`config.mk`:
```
export PLATFORM = sky130hd
export DESIGN_NAME = tdm_scheduler
export DESIGN_NICKNAME = d
export VERILOG_FILES = /design/src/rtl/tdm_scheduler_pkg.sv /design/src/rtl/tdm_scheduler_rr_pick.sv /design/src/rtl/tdm_scheduler.sv
export SDC_FILE = /design/constraint.sdc
export NUM_CORES = 1
export LEC_CHECK = 0
export CAP_MARGIN = 20
export CORE_UTILIZATION = 57
export CTS_BUF_LIST = sky130_fd_sc_hd__clkbuf_4 sky130_fd_sc_hd__clkbuf_8
export DETAILED_ROUTE_END_ITERATION = 7
export PLACE_DENSITY = 0.87
export SLEW_MARGIN = 20
export SYNTH_ARGS = -nofsm -noshare
export SYNTH_HDL_FRONTEND = slang
export SYNTH_SLANG_ARGS = --single-unit
```
`constraint.sdc`:
```
create_clock -name clk -period 4.45 [get_ports clk]
set_clock_uncertainty 0.2 [all_clocks]
set_input_delay 1.1125 -clock clk [delete_from_list [all_inputs] [get_ports clk]]
set_output_delay 1.1125 -clock clk [all_outputs]
set_load 0.005 [all_outputs]
```
`src/rtl/tdm_scheduler_pkg.sv`:
```
// ============================================================================
//  Module      : tdm_pkg
//  Description : Shared types and sizes for the TDM channel scheduler.
//  Revision    : 1.0 - initial release
// ============================================================================
`default_nettype none

package tdm_pkg;

    localparam int NUM_REQ = 4;
    localparam int SEL_W   = 2;

    localparam logic [1:0] C_ST_IDLE  = 2'd0;
    localparam logic [1:0] C_ST_GRANT = 2'd1;
    localparam logic [1:0] C_ST_GUARD = 2'd2;

    typedef enum logic [1:0] {
        IDLE  = C_ST_IDLE,
        GRANT = C_ST_GRANT,
        GUARD = C_ST_GUARD
    } state_t;

endpackage

`default_nettype wire

```
`src/rtl/tdm_scheduler_rr_pick.sv`:
```
// ============================================================================
//  Module      : rr_pick
//  Description : Combinational round-robin pick, searching from last+1 upward.
//  Revision    : 1.0 - initial release
// ============================================================================
`default_nettype none

module rr_pick
    import tdm_pkg::*;
(
    input  logic [NUM_REQ-1:0] req,
    input  logic [SEL_W-1:0]   last,
    output logic               found,
    output logic [SEL_W-1:0]   idx
);

    logic [SEL_W-1:0] w_cand;

    // Walk from the farthest offset down so the nearest requester after last wins.
    always_comb begin
        found  = 1'b0;
        idx    = last;
        w_cand = last;
        for (int i = NUM_REQ; i >= 1; i--) begin
            w_cand = last + SEL_W'(i);
            if (req[w_cand]) begin
                found = 1'b1;
                idx   = w_cand;
            end
        end
    end

endmodule

`default_nettype wire

```
`src/rtl/tdm_scheduler.sv`:
```
// ============================================================================
//  Module      : tdm_scheduler
//  Description : Round-robin TDM channel scheduler with fixed-length slots.
//  Revision    : 1.0 - initial release
// ============================================================================
`default_nettype none

module tdm_scheduler
    import tdm_pkg::*;
#(
    parameter int SLOT_LEN = 4,
    parameter int GUARD_EN = 1
) (
    input  logic               clk,
    input  logic               reset,
    input  logic               en,
    input  logic [NUM_REQ-1:0] req,
    output logic [SEL_W-1:0]   sel,
    output logic [NUM_REQ-1:0] gnt,
    output logic               busy,
    output logic               slot_done,
    output logic [7:0]         frame_cnt
);

    localparam logic [3:0] C_LAST_CNT = 4'(SLOT_LEN - 1);
    localparam logic       C_ONE_CYC  = (SLOT_LEN == 1);
    localparam logic       C_GUARD    = (GUARD_EN != 0);

    state_t             r_state, w_state_nxt;
    logic [SEL_W-1:0]   r_sel, w_sel_nxt;
    logic [NUM_REQ-1:0] r_gnt, w_gnt_nxt;
    logic [3:0]         r_cnt, w_cnt_nxt;
    logic               r_busy, w_busy_nxt;
    logic               r_slot_done, w_slot_done_nxt;
    logic [7:0]         r_frame_cnt, w_frame_cnt_nxt;
    logic               r_have_last, w_have_last_nxt;

    logic               w_found;
    logic [SEL_W-1:0]   w_idx;
    logic               w_arb;
    logic               w_start;

    rr_pick u_rr_pick (
        .req   (req),
        .last  (r_sel),
        .found (w_found),
        .idx   (w_idx)
    );

    assign w_arb = en && w_found;

    always_ff @(posedge clk) begin
        if (reset) begin
            r_state     <= IDLE;
            r_sel       <= '1;
            r_gnt       <= '0;
            r_cnt       <= '0;
            r_busy      <= 1'b0;
            r_slot_done <= 1'b0;
            r_frame_cnt <= '0;
            r_have_last <= 1'b0;
        end else begin
            r_state     <= w_state_nxt;
            r_sel       <= w_sel_nxt;
            r_gnt       <= w_gnt_nxt;
            r_cnt       <= w_cnt_nxt;
            r_busy      <= w_busy_nxt;
            r_slot_done <= w_slot_done_nxt;
            r_frame_cnt <= w_frame_cnt_nxt;
            r_have_last <= w_have_last_nxt;
        end
    end

    // r_slot_done marks the current cycle as the final one of the slot.
    always_comb begin
        w_state_nxt = r_state;
        case (r_state)
            IDLE:    w_state_nxt = w_arb ? GRANT : IDLE;
            GRANT: begin
                if (r_slot_done) begin
                    if (C_GUARD) w_state_nxt = GUARD;
                    else         w_state_nxt = w_arb ? GRANT : IDLE;
                end
            end
            GUARD:   w_state_nxt = w_arb ? GRANT : IDLE;
            default: w_state_nxt = IDLE;
        endcase
    end

    assign w_start = (w_state_nxt == GRANT) && ((r_state != GRANT) || r_slot_done);

    always_comb begin
        w_sel_nxt       = r_sel;
        w_gnt_nxt       = '0;
        w_cnt_nxt       = '0;
        w_busy_nxt      = (w_state_nxt != IDLE);
        w_slot_done_nxt = 1'b0;
        w_frame_cnt_nxt = r_frame_cnt;
        w_have_last_nxt = r_have_last;
        if (w_start) begin
            w_sel_nxt       = w_idx;
            w_gnt_nxt       = NUM_REQ'(1) << w_idx;
            w_slot_done_nxt = C_ONE_CYC;
            w_have_last_nxt = 1'b1;
            // A wrap back to the same or a lower index closes one round.
            if (r_have_last && (w_idx <= r_sel)) begin
                w_frame_cnt_nxt = r_frame_cnt + 8'd1;
            end
        end else if (w_state_nxt == GRANT) begin
            w_gnt_nxt       = r_gnt;
            w_cnt_nxt       = r_cnt + 4'd1;
            w_slot_done_nxt = ((r_cnt + 4'd1) == C_LAST_CNT) || !req[r_sel];
        end
    end

    assign sel       = r_sel;
    assign gnt       = r_gnt;
    assign busy      = r_busy;
    assign slot_done = r_slot_done;
    assign frame_cnt = r_frame_cnt;

endmodule

`default_nettype wire

```
; Word-level counts from Yosys, hierarchy flattened
; Cells that the tools add are included.
[classes]
order_cmp = 5
addsub = 5
eq_ne = 6
shifts = 1
mux = 20
bitwise = 1
n_reduce_logical = 11
[op_table]
columns = op, n
row1 = $lt A2 B3 Y1 const B, 4
row2 = $mux W1, 9
row3 = $add A8 B1 Y8 const B, 1
row4 = $bmux W1 S2, 4
row5 = $mux W2, 4
row6 = $mux W4, 2
row7 = $add A2 B2 Y2 const B, 2
row8 = $add A4 B1 Y4 const B, 1
row9 = $eq A2 B1 Y1 const B, 2
row10 = $eq A4 B2 Y1 const B, 1
row11 = $pmux W2 S2, 1
row12 = $shl A1 B2 Y4 const A, 1
row13 = $logic_and A1 B1 Y1, 3
row14 = $reduce_or A3 Y1, 1
row15 = $add A2 B1 Y2 const B, 1
row16 = $eq A2 B2 Y1 const B, 1
row17 = $le A2 B2 Y1, 1
row18 = $logic_not A2 Y1, 1
row19 = $logic_or A1 B1 Y1, 2
row20 = $ne A2 B1 Y1 const B, 1
row21 = $ne A2 B2 Y1 const B, 1
row22 = $reduce_and A2 Y1, 1
row23 = $reduce_bool A2 Y1, 1
row24 = $reduce_or A2 Y1, 1
row25 = other kinds (2), 2
[totals]
in_bits = 7
word_cells = 57
out_inout_bits = 16
register_bits = 23

; Logic depth before layout (Yosys ltp)
[depth]
ltp_word = 12
mapped_depth = 10
depth_no_buf = 9

; Hierarchy
; Synthesis repeated with hierarchy kept, for this count alone.
[hier_totals]
cells_unflattened = 117
hier_area_um2 = 1089.8
[modules_own_cells]
columns = mod, cells_each, seq_area_each_um2, area_per_inst_um2, instances
row1 = tdm_scheduler, 103, 460.4, 1007.2, 1
row2 = rr_pick, 14, 0.0, 82.6, 1

; Least setup slack after synthesis
; OpenSTA, ideal clock, no wires.
[synth_path]
path_kind = in2reg
start = input port req[1]
end = register r_frame_cnt[1] (netlist: frame_cnt[1])
t_arrival_ns = 2.821
stages = 8
path_buffers = 1
slack_ns = 1.298
setup_time_ns = 0.131
cell_sequence = nor2b_1 > a211o_1 > a22oi_2 > ha_1 > a32oi_2 > clkbuf_1 > or3_1 > a21oi_2
[synth_between]
elab_chain_cells = 12
word_cells_on_any_way = 23
classes_between = order compare (1) / eq/ne (1) / mux (17) / reduce/logical (4)
[synth_rtl]
columns = element, line_no
row1 = from (decl), tdm_scheduler.sv:17  ; input logic [NUM_REQ-1:0] req,
row2 = $bmux W1 S2, tdm_scheduler_rr_pick.sv:26  ; if (req[w_cand]) begin
row3 = $mux W1 (implied by the code), tdm_scheduler_rr_pick.sv:26
row4 = $mux W1 (4 in series), tdm_scheduler_rr_pick.sv:26
row5 = $logic_and A1 B1 Y1, tdm_scheduler.sv:50  ; assign w_arb = en && w_found;
row6 = $mux W1, "tdm_scheduler.sv:78, tdm_scheduler.sv:85"
row7 = $pmux W2 S2, tdm_scheduler.sv:77  ; case (r_state)
row8 = $eq A2 B1 Y1, tdm_scheduler.sv:90  ; assign w_start = (w_state_nxt == GRANT) && ((r_state != GRANT) || r_slot_done);
row9 = $logic_and A1 B1 Y1, tdm_scheduler.sv:90
row10 = $reduce_and A2 Y1 (no source line) *, --
row11 = to (signal assigned), tdm_scheduler.sv:69  ; r_frame_cnt <= w_frame_cnt_nxt;
row12 = to (decl), tdm_scheduler.sv:35  ; logic [7:0] r_frame_cnt, w_frame_cnt_nxt;
; Every way passes the cells marked *; elsewhere a longest branch is shown, timed or not. The select of a mux whose other input is x is not followed.
; A chain may end at the register's enable or synchronous reset.

; Worst setup path in the final report
[layout_path]
start = input port req[1]
end = register r_frame_cnt[7] (netlist: frame_cnt[7])
[layout_between]
word_cells_on_any_way = 23
classes_between = order compare (1) / eq/ne (1) / mux (17) / reduce/logical (4)
[layout_lines]
columns = element, line_no
row1 = $bmux W1 S2, tdm_scheduler_rr_pick.sv:26
row2 = $mux W1 (implied by the code), tdm_scheduler_rr_pick.sv:26
row3 = $mux W2 (2 in series), tdm_scheduler_rr_pick.sv:26
row4 = $mux W2 *, tdm_scheduler_rr_pick.sv:26
row5 = net u_rr_pick.idx[1], tdm_scheduler_rr_pick.sv:14  ; output logic [SEL_W-1:0] idx
row6 = $le A2 B2 Y1 *, tdm_scheduler.sv:106  ; if (r_have_last && (w_idx <= r_sel)) begin
row7 = $logic_and A1 B1 Y1 *, tdm_scheduler.sv:106
row8 = $reduce_and A2 Y1 (no source line) *, --
; Mark *: on every way through the listed nets, which the timed path passes. The rest lies on a longest branch. The select of a mux whose other input is x is not followed.

==> metrics.csv <==
stage,metric,value,unit
placement,numPlacedInstances,164,
clock_tree,ctsHoldBuffers,0,
clock_tree,clk_path_buf_depth,2,
clock_tree,clock-root-buffer,clkbuf_4,
synth,syn_avg_cell_area,9.45,um2
power,powerDensity,286,mW/mm2
critical_path,arrival,3.70,ns
die,rows,15,
placement,place_area,0.00137,mm2
drt,first_pass_iters,6,
synth,synth-simple-area-share,25.5,%
power,peakVddDrop,211,uV
drt,via_count,986,
clock_tree,ctsResizeCount,0,
layout,syn_to_final_growth,20.7,%
global_route,grt_max_degree,24,
global_route,grt_pass1_vias,851,
clock_tree,numCtsBuffers,3,
critical_path,worstPathMaxFanout,15,
synth,synth.net_count,135,
placement,hpwl,1680,um
clock_tree,cts_num_sinks,23,
clock_tree,htreeDepth,1,
synth,synth.distinct_cells,43,
layout,multi_input_comb_area,634,um2
synth,synth_compound_area_share,18.2,%
worst_hold_path,hp-class,reg2reg,
sta,setup_violations,0,
power,p_leak,0.494,nW
critical_path,end_kind,flip-flop,
global_route,gr-usage-all-layers,23.2,%
synth,synth.cell_area,0.00116,mm2
global_route,grt-ovfl-total,0,
placement,gp_congestion,0.778,
sta,max_freq,272,MHz
die,core,0.00182,mm2
layout,final_common_cell,dfxtp_1,
die,initial_core_util,63.8,%
drt,routed_wl,2290,um
synth,yosys_warnings,0,
placement,io_buffers,22,
layout,drive_gt1_share,10.5,%
clock_tree,clk_pin_slew,0.14,ns
synth,ys_ff_latch,23,
layout,postLayoutCellArea,0.00140,mm2
sta,worst_slew_pin_slew,0.663,ns
critical_path,slowest_delay,0.55,ns
critical_path,required,4.47,ns
clock_tree,post_cts_buffers,0,
synth,muxShareOfSynthArea,3.23,%
synth,yosysSeqAreaShare,39.6,%
drt,avgRoutedWirePerCell,13.6,um
critical_path,cp_top_family,compound AO/OA/AOI/OAI gates,
critical_path,critPathSlowestCell,a32oi_2,
global_route,grt_pass1_wl,3650,um
sta,drv_slew,0,
drt,drc,0,
sta,rsz0062_at_grt,false,
sta,whs,0.279,ns
clock_tree,clock_latency,0.31,ns
critical_path,path_buf_inv,2,
die,die_y,47.2,um
synth,synthAdderAreaFrac,5.38,%
layout,finalNonFillerCells,168,
synth,async_flop_share,0,%
sta,hold_viol,0,
layout,fillCellCount,131,
global_route,antenna_found_initial,0,
layout,ff_latch_area,460,um2
synth,synth_top_family_by_area,simple AND/OR/NAND/NOR gates,
critical_path,start_kind,primary input,
critical_path,critical_path_class,in2reg,
drt,drtAntennaViolNets,0,
layout,layout_common_cells,"dfxtp_1, clkdlybuf4s50_1, a21oi_1",
die,dieArea,0.00222,mm2
synth,synth-edff-count,0,
synth,synthFlopType,dfxtp_1,
clock_tree,cts_tree,yes,
drt,drt_iter0_markers,20,
sta,slew-limit-headroom,55.8,%
sta,fin_crit_sh,82.7,%
synth,synth_xor_area_share,2.26,%
sta,finalSetupTns,0,ns
synth,synthCells,123,
die,dieWidth,47.2,um
layout,antennaDiodeCount,0,
job,cap_viol_max_count,0,
sta,fin_crit,3.68,ns
status,status,finished clean,
critical_path,cp_cell_sequence,clkdlybuf4s50_1 -> nor2b_1 -> nor3_1 -> a21oi_1 -> inv_1 -> ha_1 -> nand2b_1 -> a32oi_2 -> nor4_2 -> mux2_4,
drt,vias_per_cell,5.87,
layout,nets,156,
die,io_pins,23,
==> layer usage <==
layer	up-vias	wire length, um	track usage (%)
li1	495	-	-
met1	462	1050	30.6
met2	27	1110	38.1
met3	2	104	3.85
met4	0	23	9.14
met5	-	0	0
==> metrics by stage <==
| stage | total power (W) | setup slack [ns] | util, % |
|---|---|---|---|
| floorplan | 0.000281 | 1.30 | - |
| global placement | 0.000303 | 0.564 | 75.4 |
| detailed placement | 0.000305 | 0.479 | 75.4 |
| CTS | 0.000402 | 0.822 | 77.0 |
| global route | 0.000421 | 0.663 | 77.0 |
| finish | 0.000401 | 0.772 | 77.0 |
==> final cells by class <==
cell class              instances  share of cell area [%]
flip-flops and latches         23                    32.8
clock inverters                 1                   0.535
clock buffers                   3                    1.61
inverters                       7                    1.87
well taps                      25                    2.23
multi-input cells              87                    45.2
repair buffers                 22                    15.7
==> registers in the layout, summed over array words and instances (netlist names) <==
| name | cells |
|---|---|
| gnt | 4 |
| slot_done | 1 |
| frame_cnt | 8 |
| r_cnt | 4 |
| busy | 1 |
| sel | 2 |
| r_state | 2 |
| r_have_last | 1 |
==> cell usage after synthesis (2+ instances only) <==
master	instances	area share [%]
inv_1	7	2.3
o21ai_1	2	0.86
nor3_1	2	0.86
dfxtp_1	23	40
clkbuf_1	3	0.97
a21oi_1	9	3.9
a32o_1	2	1.7
nand4_1	4	2.2
xor2_1	2	1.5
nor2_1	8	2.6
nand2b_1	3	1.6
nor2b_1	3	1.6
or4_1	5	3.2
ha_1	5	5.4
nand3_1	5	2.2
nand2_1	6	1.9
o41ai_1	2	1.5
or3_1	3	1.6
o31ai_1	5	3.2
==> worst reg2reg max path, cell delays in order (launching register included) <==
cell	delay (ns)
dfxtp_1	0.48
nand2b_1	0.16
o21ai_0	0.10
a21oi_1	0.31
inv_1	0.13
ha_1	0.33
nand2b_1	0.07
a32oi_2	0.55
nor4_2	0.13
mux2_4	0.32
==> power by group <==
part | switching (W) | total (W) | leakage, nW | internal (W)
Combinational | 0.0000405 | 0.0000769 | 0.293 | 0.0000364
Clock | 0.0000655 | 0.0000998 | 0.0139 | 0.0000342
Sequential | 0.00000955 | 0.000224 | 0.187 | 0.000215
==> kinds of logic after synthesis <==
kind of cell	after synthesis
flops	23
xor+xnor	3
fa+ha+maj	5
simple gates	48
buf+inv	13
mux	2
compound gates	29
==> path summary, 6_finish.rpt <==
kind           from      endpoint  slack, ns  cells past startpoint
max reg2reg  sel[0]  frame_cnt[7]       1.61                      9
min reg2reg  gnt[1]        gnt[1]       0.28                      2
min          gnt[1]        gnt[1]       0.28                      2
max          req[1]  frame_cnt[7]       0.77                     10
Note: power is estimated with default switching activity, not from simulation.
